[src/rtl/spi_slave_regfile.sv]
// SPI mode-0 slave register bank, oversampled in the clk200 domain.
// Optional build macro: SPI_REGFILE_AUTOINC_EN (address auto-increment for burst access).
`timescale 1ns/1ps

module spi_slave_regfile #(
  parameter int unsigned NUM_REGS = 8,
  parameter logic [7:0]  ID_BYTE  = 8'hA5,
  parameter logic [7:0]  REG_RST  = 8'h00
) (
  input  logic                  clk200,
  input  logic                  rst,
  input  logic                  sclk_i,
  input  logic                  csn_i,
  input  logic                  mosi_i,
  output logic                  miso_o,
  output logic [NUM_REGS*8-1:0] regs_o,
  output logic                  wr_stb_o,
  output logic [6:0]            wr_addr_o,
  output logic                  busy_o
);

  typedef enum logic [1:0] {IDLE, CMD, DATA, IGNORE} state_t;

  localparam logic [7:0] NUM_REGS_W = 8'(NUM_REGS);

  // [0],[1] synchronise, [2] holds the previous synced value for edge detection
  logic [2:0] sclk_s;
  logic [2:0] csn_s;
  logic [2:0] mosi_s;

  logic       sclk_rise;
  logic       sclk_fall;
  logic       csn_rise;
  logic       csn_fall;

  state_t     state;
  logic [2:0] bit_cnt;
  logic [6:0] shift_in;
  logic [7:0] shift_out;
  logic [7:0] byte_in;
  logic       rw;
  logic [6:0] addr;
  logic       addr_ok;
  logic       load_rd;
  logic       armed;
  logic [7:0] rd_byte;
  logic [7:0] regs [NUM_REGS];

  // csn chain resets low so a frame already in progress at reset release never
  // produces a fall edge until a genuine high level has been observed.
  always_ff @(posedge clk200) begin
    if (rst) begin
      sclk_s <= '0;
      csn_s  <= '0;
      mosi_s <= '0;
    end else begin
      sclk_s <= {sclk_s[1:0], sclk_i};
      csn_s  <= {csn_s[1:0], csn_i};
      mosi_s <= {mosi_s[1:0], mosi_i};
    end
  end

  assign sclk_rise = sclk_s[1] & ~sclk_s[2];
  assign sclk_fall = ~sclk_s[1] & sclk_s[2];
  assign csn_rise  = csn_s[1] & ~csn_s[2];
  assign csn_fall  = ~csn_s[1] & csn_s[2];

  assign byte_in = {shift_in, mosi_s[1]};
  assign addr_ok = {1'b0, addr} < NUM_REGS_W;

  always_comb begin
    rd_byte = '0;
    for (int unsigned i = 0; i < NUM_REGS; i++) begin
      if (addr == 7'(i)) rd_byte = regs[i];
    end
  end

  always_ff @(posedge clk200) begin
    if (rst) begin
      state     <= IDLE;
      bit_cnt   <= '0;
      shift_in  <= '0;
      shift_out <= '0;
      rw        <= 1'b0;
      addr      <= '0;
      load_rd   <= 1'b0;
      armed     <= 1'b0;
      miso_o    <= 1'b0;
      wr_stb_o  <= 1'b0;
      wr_addr_o <= '0;
      busy_o    <= 1'b0;
      for (int unsigned i = 0; i < NUM_REGS; i++) regs[i] <= REG_RST;
    end else begin
      wr_stb_o <= 1'b0;
      load_rd  <= 1'b0;
      if (csn_s[1]) armed <= 1'b1;
      busy_o <= armed & ~csn_s[1];
      if (load_rd) shift_out <= rd_byte;

      case (state)
        IDLE: begin
          miso_o  <= 1'b0;
          bit_cnt <= '0;
          if (csn_fall) begin
            state     <= CMD;
            shift_out <= {ID_BYTE[6:0], 1'b0};
            miso_o    <= ID_BYTE[7];
          end
        end
        CMD, DATA: begin
          if (sclk_rise) begin
            bit_cnt  <= bit_cnt + 3'd1;
            shift_in <= byte_in[6:0];
            if (bit_cnt == 3'd7) begin
              if (state == CMD) begin
                rw      <= byte_in[7];
                addr    <= byte_in[6:0];
                load_rd <= byte_in[7];
                state   <= DATA;
              end else begin
                if (!rw && addr_ok) begin
                  for (int unsigned i = 0; i < NUM_REGS; i++) begin
                    if (addr == 7'(i)) regs[i] <= byte_in;
                  end
                  wr_stb_o  <= 1'b1;
                  wr_addr_o <= addr;
                end
`ifdef SPI_REGFILE_AUTOINC_EN
                addr    <= addr + 7'd1;
                load_rd <= rw;
`else
                state <= IGNORE;
`endif
              end
            end
          end
          // Each fall presents the bit at the top of the remaining byte; the fall
          // ending a byte therefore presents the MSB of the freshly loaded one.
          if (sclk_fall) begin
            miso_o    <= shift_out[7];
            shift_out <= {shift_out[6:0], 1'b0};
          end
        end
        IGNORE: begin
          miso_o <= 1'b0;
        end
        default: state <= IDLE;
      endcase

      // Placed last so a byte completing in the same cycle still commits above.
      if (csn_rise) begin
        state   <= IDLE;
        miso_o  <= 1'b0;
        bit_cnt <= '0;
        load_rd <= 1'b0;
      end
    end
  end

  for (genvar g = 0; g < int'(NUM_REGS); g++) begin : g_regs_o
    assign regs_o[8*g +: 8] = regs[g];
  end

endmodule

[config.mk]
export PLATFORM = sky130hd
export DESIGN_NAME = spi_slave_regfile
export DESIGN_NICKNAME = d
export VERILOG_FILES = /design/src/rtl/spi_slave_regfile.sv
export SDC_FILE = /design/constraint.sdc
export NUM_CORES = 1
export LEC_CHECK = 0
export ABC_AREA = 1
export CAP_MARGIN = 20
export CORE_ASPECT_RATIO = 1.75
export CORE_MARGIN = 2
export CORE_UTILIZATION = 48
export DETAILED_ROUTE_END_ITERATION = 7
export HOLD_SLACK_MARGIN = 0.08
export PLACE_DENSITY = 0.73
export SETUP_SLACK_MARGIN = 0.3
export SLEW_MARGIN = 10
export SYNTH_ARGS = -nofsm -noshare
export SYNTH_HDL_FRONTEND = slang
export SYNTH_SLANG_ARGS = --single-unit
[constraint.sdc]
create_clock -name clk200 -period 2.3 [get_ports clk200]
set_clock_uncertainty 0.05 [all_clocks]
set_input_delay 0.23 -clock clk200 [delete_from_list [all_inputs] [get_ports clk200]]
set_output_delay 0.23 -clock clk200 [all_outputs]
set_load 0.005 [all_outputs]
==> flow_metrics.py, run 1 <==
metrics = {
    "critical_path": {
        "r2r-end": "regs[1][29]",
        "timing.critical_path.buf_inv": 3,
        "cp-startpoint": "state[1]",
        "critPathRequiredTime_ps": 2310,
        "crit_top_cell": "inv_1",
        "slowest_stage": "dfxtp_1",
        "cpLargestDelayFamily": "buffers and inverters",
        "critPathLaunchType": "flop",
        "worstPathCellList": "inv_1, ha_4, nand2_1, nor2_1, and3_1, inv_1, o21ai_1, buf_4",
        "worst-path-max-fanout": 6,
        "critical_path_class": "reg2reg",
        "reg2reg_slack_ps": 380,
        "cpPeakStageDelay_ps": 350,
        "rr_startpoint": "state[1]",
        "crit_path_end_kind": "flop",
        "crit_arrival_ps": 1920,
        "r2r_cells": 8,
    },
    "clock_network": {
        "clock-sinks": 112,
        "clk-insertion-delay-late_ps": 340,
        "cts_tree": "built",
        "ctsHoldBuffers": 0,
        "htreeDepth": 3,
        "clockRootBuffer": "clkbuf_16",
        "clk_pin_slew_ps": 70,
        "cts_made_buffers": 9,
        "clock_path_buffers": 2,
    },
    "power": {
        "pwr-share-clk_pct": 33.6,
        "net-switching-power_uw": 1020,
        "switching_share_pct": 24.7,
        "powerDensity_nw_per_um2": 674,
        "p_leak_uw": 0.00242,
        "intPower_uw": 3130,
        "power_frac_seq_pct": 54.0,
        "peakVddDrop_v": 0.000541,
        "pwr-share-comb_pct": 12.4,
    },
    "sta": {
        "setup_viol_count_final": 0,
        "worst_pin_slew_ps": 459,
        "hold_ws_ps": 351,
        "drv_slew": 0,
        "hold_viol": 0,
        "rsz0062_at_grt": "true",
        "setup_tns_ps": 0,
        "maxClockFrequency_mhz": 522,
        "relSlewSlack_pct": 69.4,
        "fin_crit_sh_pct": 83.3,
        "fin_crit_ps": 1920,
    },
    "yosys": {
        "synth_seq_cells": 112,
        "synth_edf_count": 64,
        "avgSynthCellArea_um2": 8.93,
        "ys.flop_type": "edfxtp_1",
        "syn_inst": 541,
        "synthesis.nets": 552,
        "synth_warnings": 0,
        "yosysSeqAreaShare_pct": 59.7,
        "syn-cell-area_um2": 4830,
        "yosysUniqueCellTypes": 27,
        "async_reset_ff_share_pct": 0,
    },
    "detailed_routing": {
        "postRouteAntennaNets": 0,
        "drc": 0,
        "first_iter_violations": 222,
        "via_per_inst": 5.35,
        "wl_per_cell_um": 17.0,
        "first_pass_iters": 6,
        "vias": 4079,
        "wl_um": 13000,
    },
    "floorplanning": {
        "initial_core_util_pct": 49.1,
        "rows": 48,
        "io-pin-count": 79,
        "die_h_um": 137,
        "die-area_um2": 10900,
        "core-area_um2": 9850,
        "die_w_um": 79.8,
    },
    "global_routing": {
        "grt_usage_pct": 24.5,
        "grt_pass1_wl_um": 19800,
        "grt_antenna_before_repair": 0,
        "grt_pass1_vias": 4025,
        "grt_overflow": 0,
        "grt_max_degree": 22,
    },
    "placed_design": {
        "port_buffers": 78,
        "dp_cells": 745,
        "place_congestion": 0.936,
        "dp.final_hpwl_um": 9960,
    },
    "finish": {
        "n_antenna_cell": 0,
        "layout-drive-gt1-share_pct": 10.7,
        "fin_cells": 763,
        "nFillCells": 856,
        "fin_util_pct": 62.5,
        "area_growth_pct": 27.5,
        "layout.nets": 644,
    },
    "min_path": {
        "min-delay-path-class": "in2reg",
        "hold_end": "sclk_s[0]",
        "min-delay-start": "sclk_i",
        "whs_path_depth": 3,
    },
    "flow_run": {
        "max_cap_violations": 0,
    },
    "status": {
        "status": "completed",
    },
}
[worst max path at each step]
stage,to,cells past startpoint
2_1_floorplan,regs[1][16],8
3_3_place_gp,regs[0][8],8
3_5_place_dp,regs[0][8],8
4_1_cts,regs[1][12],8
5_1_grt,regs[1][29],8
6_report,regs[1][29],8
[power by group through the flow]
| stage | registers, uW | logic, uW | clock network (uW) |
|---|---|---|---|
| finish | 2240 | 515 | 1390 |
| global placement | 2280 | 459 | 0 |
| CTS | 2230 | 512 | 1410 |
| global route | 2240 | 580 | 1480 |
| floorplan | 2270 | 282 | 0 |
| detailed placement | 2280 | 476 | 0 |
[logic make-up (layout without fill, tap and decap cells)]
group | Yosys count | count (layout) | share of synthesized area (%)
buffers and inverters | 88 | 185 | 7.02
AO/OA/AOI/OAI | 82 | 82 | 8.75
AND/OR/NAND/NOR | 253 | 253 | 23.0
flip-flops | 112 | 112 | 59.7
adder cells (fa/ha/maj) | 6 | 6 | 1.55
[per-stage QoR]
stage	power, uW	instance area (um2)	worst slack (ps)
after floorplan	2550	4840	171
after global placement	2740	5820	208
after detailed placement	2760	5820	144
after CTS	4160	6130	336
after global routing	4300	6160	233
final	4150	6160	385
[worst reg2reg max path, stage by stage (launching register included)]
cell	delay (ps)
dfxtp_1	350
inv_1	120
ha_4	320
nand2_1	60
nor2_1	90
and3_1	180
inv_1	110
o21ai_1	180
buf_4	180
[state kept, by name, summed over array words and instances, names as in the netlist]
register   count
csn_s          3
rw             1
bit_cnt        3
shift_in       7
regs          64
addr           7
armed          1
wr_addr_o      7
busy_o         1
wr_stb_o       1
mosi_s         2
load_rd        1
state          2
shift_out      8
sclk_s         3
miso_o         1
[what timing repair did]
item	in CTS	in global routing
gates cloned	0	0
resized for setup	10	4
hold endpoints to repair	0	0
setup buffers	0	2
pin swaps	0	0
setup endpoints to repair	52	102
[layout make-up]
| cell class | instances | area, um2 | area share [%] |
|---|---|---|---|
| Clock buffer | 13 | 240 | 3.90 |
| Timing Repair Buffer | 93 | 897 | 14.6 |
| Tap cell | 125 | 156 | 2.54 |
| Sequential cell | 112 | 2880 | 46.8 |
| Multi-Input combinational cell | 341 | 1680 | 27.2 |
| Clock inverter | 3 | 18.8 | 0.305 |
| Inverter | 76 | 285 | 4.63 |
[synth_stat cells, types with 2 or more instances]
library cell  number  area, um2
a21oi_1           38        190
buf_2              3       15.0
clkbuf_1           6       22.5
dfxtp_1           48        961
edfxtp_1          64       1920
ha_1               6       75.1
inv_1             66        248
inv_2             10       37.5
nand2_1          101        379
nand2_2            8       50.1
nand3_1           32        160
nand3_2            2       20.0
nand4_1            8       50.1
nor2_1            86        323
nor2_4             4       45.0
nor3_1             3       15.0
o211ai_1           4       30.0
o21ai_0           36        180
o21ai_1            3       15.0
or2_2              6       37.5
[cell usage in the layout, fill, tap and decap left out, types with 9 or more instances in the layout]
cell / instances
nand2_1: 95
nor2_1: 86
clkdlybuf4s50_1: 78
inv_1: 65
edfxtp_1: 64
dfxtp_1: 47
a21oi_1: 38
o21ai_0: 34
nand3_1: 32
buf_4: 14
inv_2: 11
clkbuf_16: 9
[layer usage]
metal  up-vias  part of all wire [%]  global-route usage, %
met2       167                    56                   47.3
met3        54                   4.6                   4.22
met5         -                     0                      0
li1       1948                     -                      -
met4         0                   5.6                   15.5
met1      1910                    34                   22.8
Note: power is estimated with default switching activity, not from simulation.
==> run 2, diff against run 1 <==
--- a/config.mk
+++ b/config.mk
@@ -9,10 +9,10 @@
 export CAP_MARGIN = 20
 export CORE_ASPECT_RATIO = 1.75
 export CORE_MARGIN = 2
-export CORE_UTILIZATION = 48
+export CORE_UTILIZATION = 53
 export DETAILED_ROUTE_END_ITERATION = 7
 export HOLD_SLACK_MARGIN = 0.08
-export PLACE_DENSITY = 0.73
+export PLACE_DENSITY = 0.76
 export SETUP_SLACK_MARGIN = 0.3
 export SLEW_MARGIN = 10
 export SYNTH_ARGS = -nofsm -noshare
==> constraint.sdc (replaced) <==
create_clock -name clk200 -period 1.8 [get_ports clk200]
set_clock_uncertainty 0.05 [all_clocks]
set_input_delay 0.18 -clock clk200 [delete_from_list [all_inputs] [get_ports clk200]]
set_output_delay 0.18 -clock clk200 [all_outputs]
set_load 0.005 [all_outputs]
==> flow_metrics.py, run 2 (synthesis results as in run 1) <==
metrics = {
    "sta": {
        "fin_crit_ps": 1830,
        "hold_viol": 0,
        "relSlewSlack_pct": 66.5,
        "fin_ws_ps": -26.6,
        "fin_crit_sh_pct": 101,
        "maxClockFrequency_mhz": 547,
        "worst_pin_slew_ps": 502,
        "setup_viol_count_final": 3,
        "drv_slew": 0,
        "rsz0062_at_grt": "true",
    },
    "detailed_routing": {
        "wl_um": 17000,
        "first_iter_violations": 538,
        "postRouteAntennaNets": 0,
        "vias": 4698,
        "first_pass_iters": 5,
        "wl_per_cell_um": 20.9,
        "drc": 0,
        "via_per_inst": 5.76,
    },
    "critical_path": {
        "crit_top_cell": "buf_6",
        "worst-path-max-fanout": 8,
        "critPathRequiredTime_ps": 1950,
        "slowest_stage": "dfxtp_2",
        "cpLargestDelayFamily": "simple AND/OR/NAND/NOR gates",
        "cpPeakStageDelay_ps": 340,
        "crit_arrival_ps": 1970,
        "critPathLaunchType": "flop",
        "critical_path_class": "reg2reg",
        "worstPathCellList": "inv_2, ha_4, nand2_4, nor2_4, and3_4, buf_6, nand3_4, buf_6, nor2_1",
        "crit_path_end_kind": "flop",
        "timing.critical_path.buf_inv": 3,
    },
    "finish": {
        "final_common_cell": "nand2_1",
        "regMostFlops": "regs",
        "area_growth_pct": 52.7,
        "reg.largest.list": "regs: 64 flops, shift_out: 8 flops",
        "fin_util_pct": 82.2,
        "mostFrequentLayoutCells": "85 x nand2_1, 64 x clkdlybuf4s50_1, 64 x edfxtp_1",
        "layout-drive-gt1-share_pct": 32.6,
        "final_cell_area_um2": 7380,
        "n_antenna_cell": 0,
        "fin_cells": 816,
        "layout.nets": 702,
        "largest_reg_flops": 64,
    },
    "clock_network": {
        "clk-insertion-delay-late_ps": 350,
        "clockRootBuffer": "clkbuf_16",
        "clock_path_buffers": 2,
        "htreeDepth": 3,
        "cts_made_buffers": 9,
        "cts_tree": "built",
        "clock-sinks": 112,
        "clk_pin_slew_ps": 70,
    },
    "placed_design": {
        "place_worst_setup_slack_ps": -88.6,
        "placed_area_um2": 6140,
        "dp_cells": 756,
        "place_congestion": 1.01,
        "dp.final_hpwl_um": 10400,
        "port_buffers": 78,
    },
    "status": {
        "status": "finished, violations left",
        "violations": "setup timing",
    },
    "global_routing": {
        "busiest_layer": "met2",
        "grt_pass1_vias": 4319,
        "use_met1_pct": 29.2,
        "grt_antenna_before_repair": 0,
        "grtUsageMet2_pct": 59.3,
        "gr-usage-met3_pct": 3.60,
        "grt_usage_pct": 30.0,
        "grt_overflow": 0,
        "grt_max_degree": 19,
        "grt_pass1_wl_um": 22300,
    },
    "power": {
        "peakVddDrop_v": 0.000633,
        "powerDensity_nw_per_um2": 785,
        "p_leak_uw": 0.00302,
        "power.total_uw": 5790,
    },
    "flow_run": {
        "max_cap_violations": 0,
    },
    "floorplanning": {
        "die_w_um": 76.2,
        "core-area_um2": 8980,
        "die-area_um2": 9930,
        "io-pin-count": 79,
        "die_h_um": 130,
        "initial_core_util_pct": 53.8,
        "rows": 46,
    },
    "min_path": {
        "min-delay-path-class": "in2reg",
    },
}
==> run 2: metrics by stage <==
step           TNS, ps  hold slack [ps]
6_report         -44.0              288
5_1_grt          -1690              293
4_1_cts              0              287
3_5_place_dp     -3450              352
3_3_place_gp      -814              342
2_1_floorplan        0              237
==> run 2: area by class of cell <==
type	count	area (um2)
timing repair buffer	145	1400
clock buffer	9	225
sequential	112	2890
fill	509	1600
tap	120	150
multi-input combinational	347	2330
clock inverter	7	70.1
inverter	76	305
==> run 2: metal layers <==
layer | routed length (um) | share of wire, %
met5 | 0 | 0
met4 | 1140 | 6.7
met3 | 970 | 5.7
met2 | 9300 | 55
met1 | 5610 | 33
==> run 2: path summary, 6_finish.rpt <==
path | startpoint | end | slack (ps) | depth (start not counted)
setup / recovery | state[0] | regs[0][10] | -30 | 9
hold / removal | mosi_i | mosi_s[0] | 290 | 3
setup reg to reg | state[0] | regs[0][10] | -30 | 9
hold reg to reg | sclk_s[0] | sclk_s[1] | 360 | 2
==> run 2: worst register-to-register path, cell delays in order, from the launching register on <==
cell and delay [ps]:
dfxtp_2 340, inv_2 50, ha_4 270, nand2_4 50
nor2_4 100, and3_4 250, buf_6 150, nand3_4 110
buf_6 170, nor2_1 130
==> run 2: report_power, final <==
group | total (uW) | switching [uW] | internal [uW]
Clock | 2010 | 930 | 1080
Combinational | 925 | 547 | 378
Sequential | 2860 | 64.5 | 2800
==> run 2: what timing repair did <==
item | CTS | global route
pin swaps | 25 | 17
resized for setup | 96 | 87
setup endpoints to repair | 138 | 167
setup buffers | 14 | 21
gates cloned | 3 | 6
hold buffers | 0 | 0
